$ cat src/rtl/sync_lock_det_pkg.sv
// Shared types and default widths for the frame-sync lock detector.
package sync_lock_det_pkg;

  localparam int ST_W  = 8;
  localparam int CNT_W = 4;

  typedef enum logic [1:0] {
    HUNT     = 2'd0,
    VERIFY   = 2'd1,
    LOCK     = 2'd2,
    FLYWHEEL = 2'd3
  } sync_state_t;

endpackage

$ cat src/rtl/sync_win_classify.sv
// Combinational good/bad window classifier; an inverted threshold pair makes every window bad.
module sync_win_classify
  import sync_lock_det_pkg::*;
#(
  parameter int pST_W = ST_W
) (
  input  logic [pST_W-1:0] istat,
  input  logic [pST_W-1:0] ithr_lo,
  input  logic [pST_W-1:0] ithr_hi,
  output logic             ogood
);

  assign ogood = (istat >= ithr_lo) && (istat <= ithr_hi);

endmodule

$ cat src/rtl/sync_lock_det.sv
// Hysteresis lock detector (hunt / verify / lock / flywheel) driven by per-window peak counts.
module sync_lock_det
  import sync_lock_det_pkg::*;
#(
  parameter int pST_W  = ST_W,
  parameter int pCNT_W = CNT_W
) (
  input  logic              iclk,
  input  logic              ireset,
  input  logic              iena,
  input  logic              iclr,
  input  logic [pST_W-1:0]  istat,
  input  logic              ival,
  input  logic [pST_W-1:0]  ithr_lo,
  input  logic [pST_W-1:0]  ithr_hi,
  input  logic [pCNT_W-1:0] inum_acq,
  input  logic [pCNT_W-1:0] inum_lost,
  output logic              olock,
  output logic [1:0]        ostate,
  output logic              olock_pulse,
  output logic              olost_pulse,
  output logic [pST_W-1:0]  ostat_last
);

  localparam logic [pCNT_W-1:0] CNT_ONE = pCNT_W'(1);

  function automatic logic [pCNT_W-1:0] sat_inc(input logic [pCNT_W-1:0] v);
    return (&v) ? v : v + CNT_ONE;
  endfunction

  sync_state_t       state_q, state_d;
  logic [pCNT_W-1:0] run_q, run_d;
  logic [pCNT_W-1:0] miss_q, miss_d;
  logic              lock_q, lock_d;
  logic              lock_pulse_q, lock_pulse_d;
  logic              lost_pulse_q, lost_pulse_d;
  logic [pST_W-1:0]  stat_q, stat_d;

  logic              good;
  logic [pCNT_W-1:0] run_inc;
  logic [pCNT_W-1:0] miss_inc;

  sync_win_classify #(.pST_W(pST_W)) u_classify (
    .istat   (istat),
    .ithr_lo (ithr_lo),
    .ithr_hi (ithr_hi),
    .ogood   (good)
  );

  assign run_inc  = sat_inc(run_q);
  assign miss_inc = sat_inc(miss_q);

  always_comb begin
    state_d      = state_q;
    run_d        = run_q;
    miss_d       = miss_q;
    stat_d       = stat_q;
    lock_pulse_d = 1'b0;
    lost_pulse_d = 1'b0;

    // Soft clear outranks the strobe; a disabled block ignores both.
    if (iena && iclr) begin
      state_d      = HUNT;
      run_d        = '0;
      miss_d       = '0;
      lost_pulse_d = (state_q == LOCK) || (state_q == FLYWHEEL);
    end else if (iena && ival) begin
      stat_d = istat;
      unique case (state_q)
        HUNT: begin
          if (good && (inum_acq <= CNT_ONE)) begin
            state_d      = LOCK;
            run_d        = '0;
            lock_pulse_d = 1'b1;
          end else if (good) begin
            state_d = VERIFY;
            run_d   = CNT_ONE;
          end
        end
        VERIFY: begin
          if (!good) begin
            state_d = HUNT;
            run_d   = '0;
          end else if (run_inc >= inum_acq) begin
            state_d      = LOCK;
            run_d        = '0;
            lock_pulse_d = 1'b1;
          end else begin
            run_d = run_inc;
          end
        end
        LOCK: begin
          if (!good && (inum_lost <= CNT_ONE)) begin
            state_d      = HUNT;
            miss_d       = '0;
            lost_pulse_d = 1'b1;
          end else if (!good) begin
            state_d = FLYWHEEL;
            miss_d  = CNT_ONE;
          end
        end
        FLYWHEEL: begin
          if (good) begin
            state_d = LOCK;
            miss_d  = '0;
          end else if (miss_inc >= inum_lost) begin
            state_d      = HUNT;
            miss_d       = '0;
            lost_pulse_d = 1'b1;
          end else begin
            miss_d = miss_inc;
          end
        end
        default: state_d = HUNT;
      endcase
    end

    lock_d = (state_d == LOCK) || (state_d == FLYWHEEL);
  end

  always_ff @(posedge iclk or negedge ireset) begin
    if (!ireset) begin
      state_q      <= HUNT;
      run_q        <= '0;
      miss_q       <= '0;
      lock_q       <= 1'b0;
      lock_pulse_q <= 1'b0;
      lost_pulse_q <= 1'b0;
      stat_q       <= '0;
    end else begin
      state_q      <= state_d;
      run_q        <= run_d;
      miss_q       <= miss_d;
      lock_q       <= lock_d;
      lock_pulse_q <= lock_pulse_d;
      lost_pulse_q <= lost_pulse_d;
      stat_q       <= stat_d;
    end
  end

  assign olock       = lock_q;
  assign ostate      = state_q;
  assign olock_pulse = lock_pulse_q;
  assign olost_pulse = lost_pulse_q;
  assign ostat_last  = stat_q;

endmodule

$ cat config.mk
export PLATFORM = sky130hd
export DESIGN_NAME = sync_lock_det
export DESIGN_NICKNAME = d
export VERILOG_FILES = /design/src/rtl/sync_lock_det_pkg.sv /design/src/rtl/sync_win_classify.sv /design/src/rtl/sync_lock_det.sv
export SDC_FILE = /design/constraint.sdc
export NUM_CORES = 1
export LEC_CHECK = 0
export ABC_CLOCK_PERIOD_IN_PS = 2600
export CAP_MARGIN = 20
export CORE_AREA = 3 3 50 86
export CTS_CLUSTER_DIAMETER = 30
export DETAILED_ROUTE_END_ITERATION = 8
export DIE_AREA = 0 0 53 89
export PLACE_DENSITY = 0.85
export SLEW_MARGIN = 20
export SYNTH_ARGS = -nofsm -noshare
export SYNTH_HDL_FRONTEND = slang
export SYNTH_HIERARCHICAL = 1
export SYNTH_SLANG_ARGS = --single-unit
$ cat constraint.sdc
create_clock -name iclk -period 2.6 [get_ports iclk]
set_clock_uncertainty 0.1 [all_clocks]
set_input_delay 0.52 -clock iclk [delete_from_list [all_inputs] [get_ports iclk]]
set_output_delay 0.52 -clock iclk [all_outputs]
set_load 0.005 [all_outputs]
==> run_results.csv <==
group,metric,value,unit
timing,finalHoldViolCount,0,
worst_setup_path,crit_family,"compound AO/OA/AOI/OAI gates",
synthesis,yosysWarningCount,6,
synthesis,synth.avg_cell_area,9.13,um2
worst_setup_path,critPathCaptureType,"flip-flop",
floorplan,num_rows,29,
worst_setup_path,timing.critical_path.buf_inv,1,
placed_design,hpwlAfterDp,3220,um
pwr,switching_share,30.3,%
pwr,seq_power_share,39.2,%
floorplan,floorplan.initialDensity,45.9,%
global_routing,grt_max_degree,22,
floorplan,core_region_area,0.00366,mm2
worst_setup_path,arrival,2.63,ns
synthesis,synth_area,0.00168,mm2
global_routing,first_global_vias,1656,
layout,finalInstanceArea,0.00270,mm2
hold_path,hold_path.class,"flip-flop to flip-flop",
timing,final_critical_path_setup_slack,0.0173,ns
detailed_routing,drtAntennaViolNets,0,
cts,cts_buffer_depth,2,
synthesis,netlist_top_cells_area,"dfrtp_1, ha_1, mux2_2",
hold_path,min_from,"ostat_last[4]",
pwr,internal-power,0.666,mW
layout,register_area,526,um2
pwr,comb_power_share,37.8,%
run,max_cap_viol_count,0,
synthesis,synth_most_common_cell,"inv_1",
synthesis,ys.flop_type,"dfrtp_1",
cts,clkTransAtPathRegs,0.08,ns
worst_setup_path,crit_fanout,5,
layout,fill_cells,248,
layout,layout-drive-gt1-share,33.1,%
global_routing,grt_usage,18.7,%
pwr,clock_power_share,23.0,%
detailed_routing,drt_first_pass_iters,4,
worst_setup_path,worst_setup_path_start_kind,"input pin",
worst_setup_path,critPathLaunch,"ithr_lo[0]",
floorplan,die_width,53,um
timing,tns,0,ns
placed_design,routabilityCongestion,0.915,
detailed_routing,num_vias,1637,
cts,cts_tree,"yes",
pwr,switching_power,0.289,mW
worst_setup_path,crit_type,"input pin to flip-flop",
worst_setup_path,worst_path_max_delay_cell,"clkdlybuf4s50_1",
layout,n_antenna_cell,0,
timing,worst_pin_slew,0.433,ns
placed_design,pre_cts_slack,-0.471,ns
floorplan,dieArea,0.00472,mm2
cts,cts-root-buf,"clkbuf_8",
run_status,status,"complete, no violations",
synthesis,ys_types,34,
worst_setup_path,worstReg2RegStart,"run_q[0]",
synthesis,ys_seq_area_share,31.3,%
global_routing,antenna_found_initial,0,
cts,htreeDepth,1,
worst_setup_path,worstPathRequired,2.65,ns
pwr,total_power,0.955,mW
layout,multiInputGateArea,0.00129,mm2
placed_design,portBuffers,49,
worst_setup_path,worst_path_most_repeated_cell,"nor3b_2",
synthesis,netlist_instances,184,
synthesis,yosys-top-cells-count,"inv_1, ha_1, dfrtp_1",
placed_design,placed_area,0.00236,mm2
detailed_routing,totalWireLength,4880,um
synthesis,synth-seq-cells,21,
floorplan,io_pins,50,
timing,slew_violations,0,
timing,setup_viol,0,
detailed_routing,drc,0,
layout,area_growth_syn_to_layout,60.7,%
synthesis,async_flop_share,100,%
detailed_routing,viasPerCell,5.46,
layout,final_nets,318,
detailed_routing,first_iter_violations,61,
cts,clk_latency,0.26,ns
floorplan,die_height,89,um
timing,fmax,0.387,GHz
synthesis,synth_edf_count,0,
cts,clock_sinks,21,
pwr,powerDensity,354,mW/mm2
pwr,peakVddDrop,0.381,mV
synthesis,yosysTopAreaCellShare,31.3,%
detailed_routing,wl_per_cell,16.3,um
synthesis,synth_top_cell_by_area,"dfrtp_1",
timing,finalCritPeriodShare,99.3,%
worst_setup_path,worst_path_largest_cell_delay,0.41,ns
layout,fin_util,73.7,%
cts,ctsHoldBuffers,0,
global_routing,grt-ovfl-total,0,
timing,max_slew_margin,70.9,%
cts,cts_made_buffers,3,
synthesis,synth_fp_nets,247,
pwr,p_leak,1.37,nW
global_routing,grt_pass1_wl,6690,um
timing,post-route-min-period,2.58,ns
worst_setup_path,path_cells,"clkdlybuf4s50_1 -> ha_1 -> nor3b_2 -> o21ai_1 -> a21oi_2 -> a211oi_4 -> nor2_4 -> nor3b_2 -> o21ai_2 -> a31oi_1 -> o22ai_1",
## layer usage
layer	GRT usage (%)	wire, um
met5	0	0
met4	9.77	115
met3	2.17	147
met2	35.5	2750
met1	19.1	1870
## timing repair
item | 4_1_cts | 5_1_grt
setup buffers | 1 | 0
gates resized for setup | 11 | 73
setup endpoints to repair | 9 | 13
pin swaps | 10 | 25
## power by group through the flow
stage | combinational (mW) | clock (mW) | sequential (mW)
2_1_floorplan | 0.117 | 0 | 0.379
3_3_place_gp | 0.282 | 0 | 0.377
3_5_place_dp | 0.289 | 0 | 0.379
4_1_cts | 0.299 | 0.219 | 0.373
5_1_grt | 0.391 | 0.235 | 0.378
6_report | 0.362 | 0.220 | 0.374
## sequential cells by signal (all words and copies together), names as in the netlist
name         count
run_q            4
miss_q           4
olock_pulse      1
olost_pulse      1
olock            1
ostat_last       8
ostate           2
## kinds of logic (layout without fill, tap and decap cells)
family | after synthesis | after routing | share of synthesized area [%]
adders and majority gates | 26 | 26 | 19.4
DFF | 21 | 21 | 31.3
and+or+nand+nor | 47 | 47 | 15.9
muxes | 10 | 10 | 6.70
xor gates and xnor gates | 2 | 2 | 1.04
buffers and inverters | 30 | 100 | 6.85
AOI/OAI and AO/OA | 48 | 48 | 18.9
## placed cells by master (no fill, tap or decap), types with 3 or more instances in the layout
| cell | instances |
|---|---|
| clkdlybuf4s50_1 | 26 |
| dfrtp_1 | 21 |
| dlymetal6s2s_1 | 19 |
| buf_4 | 18 |
| inv_1 | 17 |
| ha_1 | 13 |
| ha_4 | 12 |
| inv_2 | 11 |
| mux2_2 | 10 |
| a21oi_1 | 9 |
| nor2_1 | 6 |
| a32o_1 | 6 |
| o21ai_1 | 6 |
| nor3_1 | 5 |
| nand2b_1 | 5 |
| a31oi_1 | 5 |
| nand3_1 | 4 |
| o21ai_0 | 4 |
| nand2_1 | 3 |
| a21o_1 | 3 |
| nor2_2 | 3 |
| clkbuf_8 | 3 |
| a21oi_2 | 3 |
## through the flow
| stage | hold WS, ns | std cells |
|---|---|---|
| after floorplan | 0.124 | 184 |
| after global placement | 0.386 | 296 |
| after detailed placement | 0.392 | 296 |
| after CTS | 0.409 | 301 |
| after global routing | 0.435 | 300 |
| final | 0.415 | 300 |
## final cells by class
cell class	instances	area share, %
tap	46	2.13
timing repair buffer	68	24.9
multi-input combinational	133	47.9
sequential	21	19.5
clock inverter	1	0.185
inverter	28	3.89
clock buffer	3	1.53
## path summary, 6_finish.rpt
kind	end	slack (ns)	cells past startpoint
setup / recovery	run_q[0]	0.02	11
hold / removal	ostat_last[4]	0.42	1
setup reg to reg	run_q[0]	0.13	9
hold reg to reg	ostat_last[4]	0.42	1
max in group asynchronous	ostat_last[5]	1.70	2
min in group asynchronous	ostate[0]	0.49	2
No activity file was read; power rests on OpenSTA's default activity.
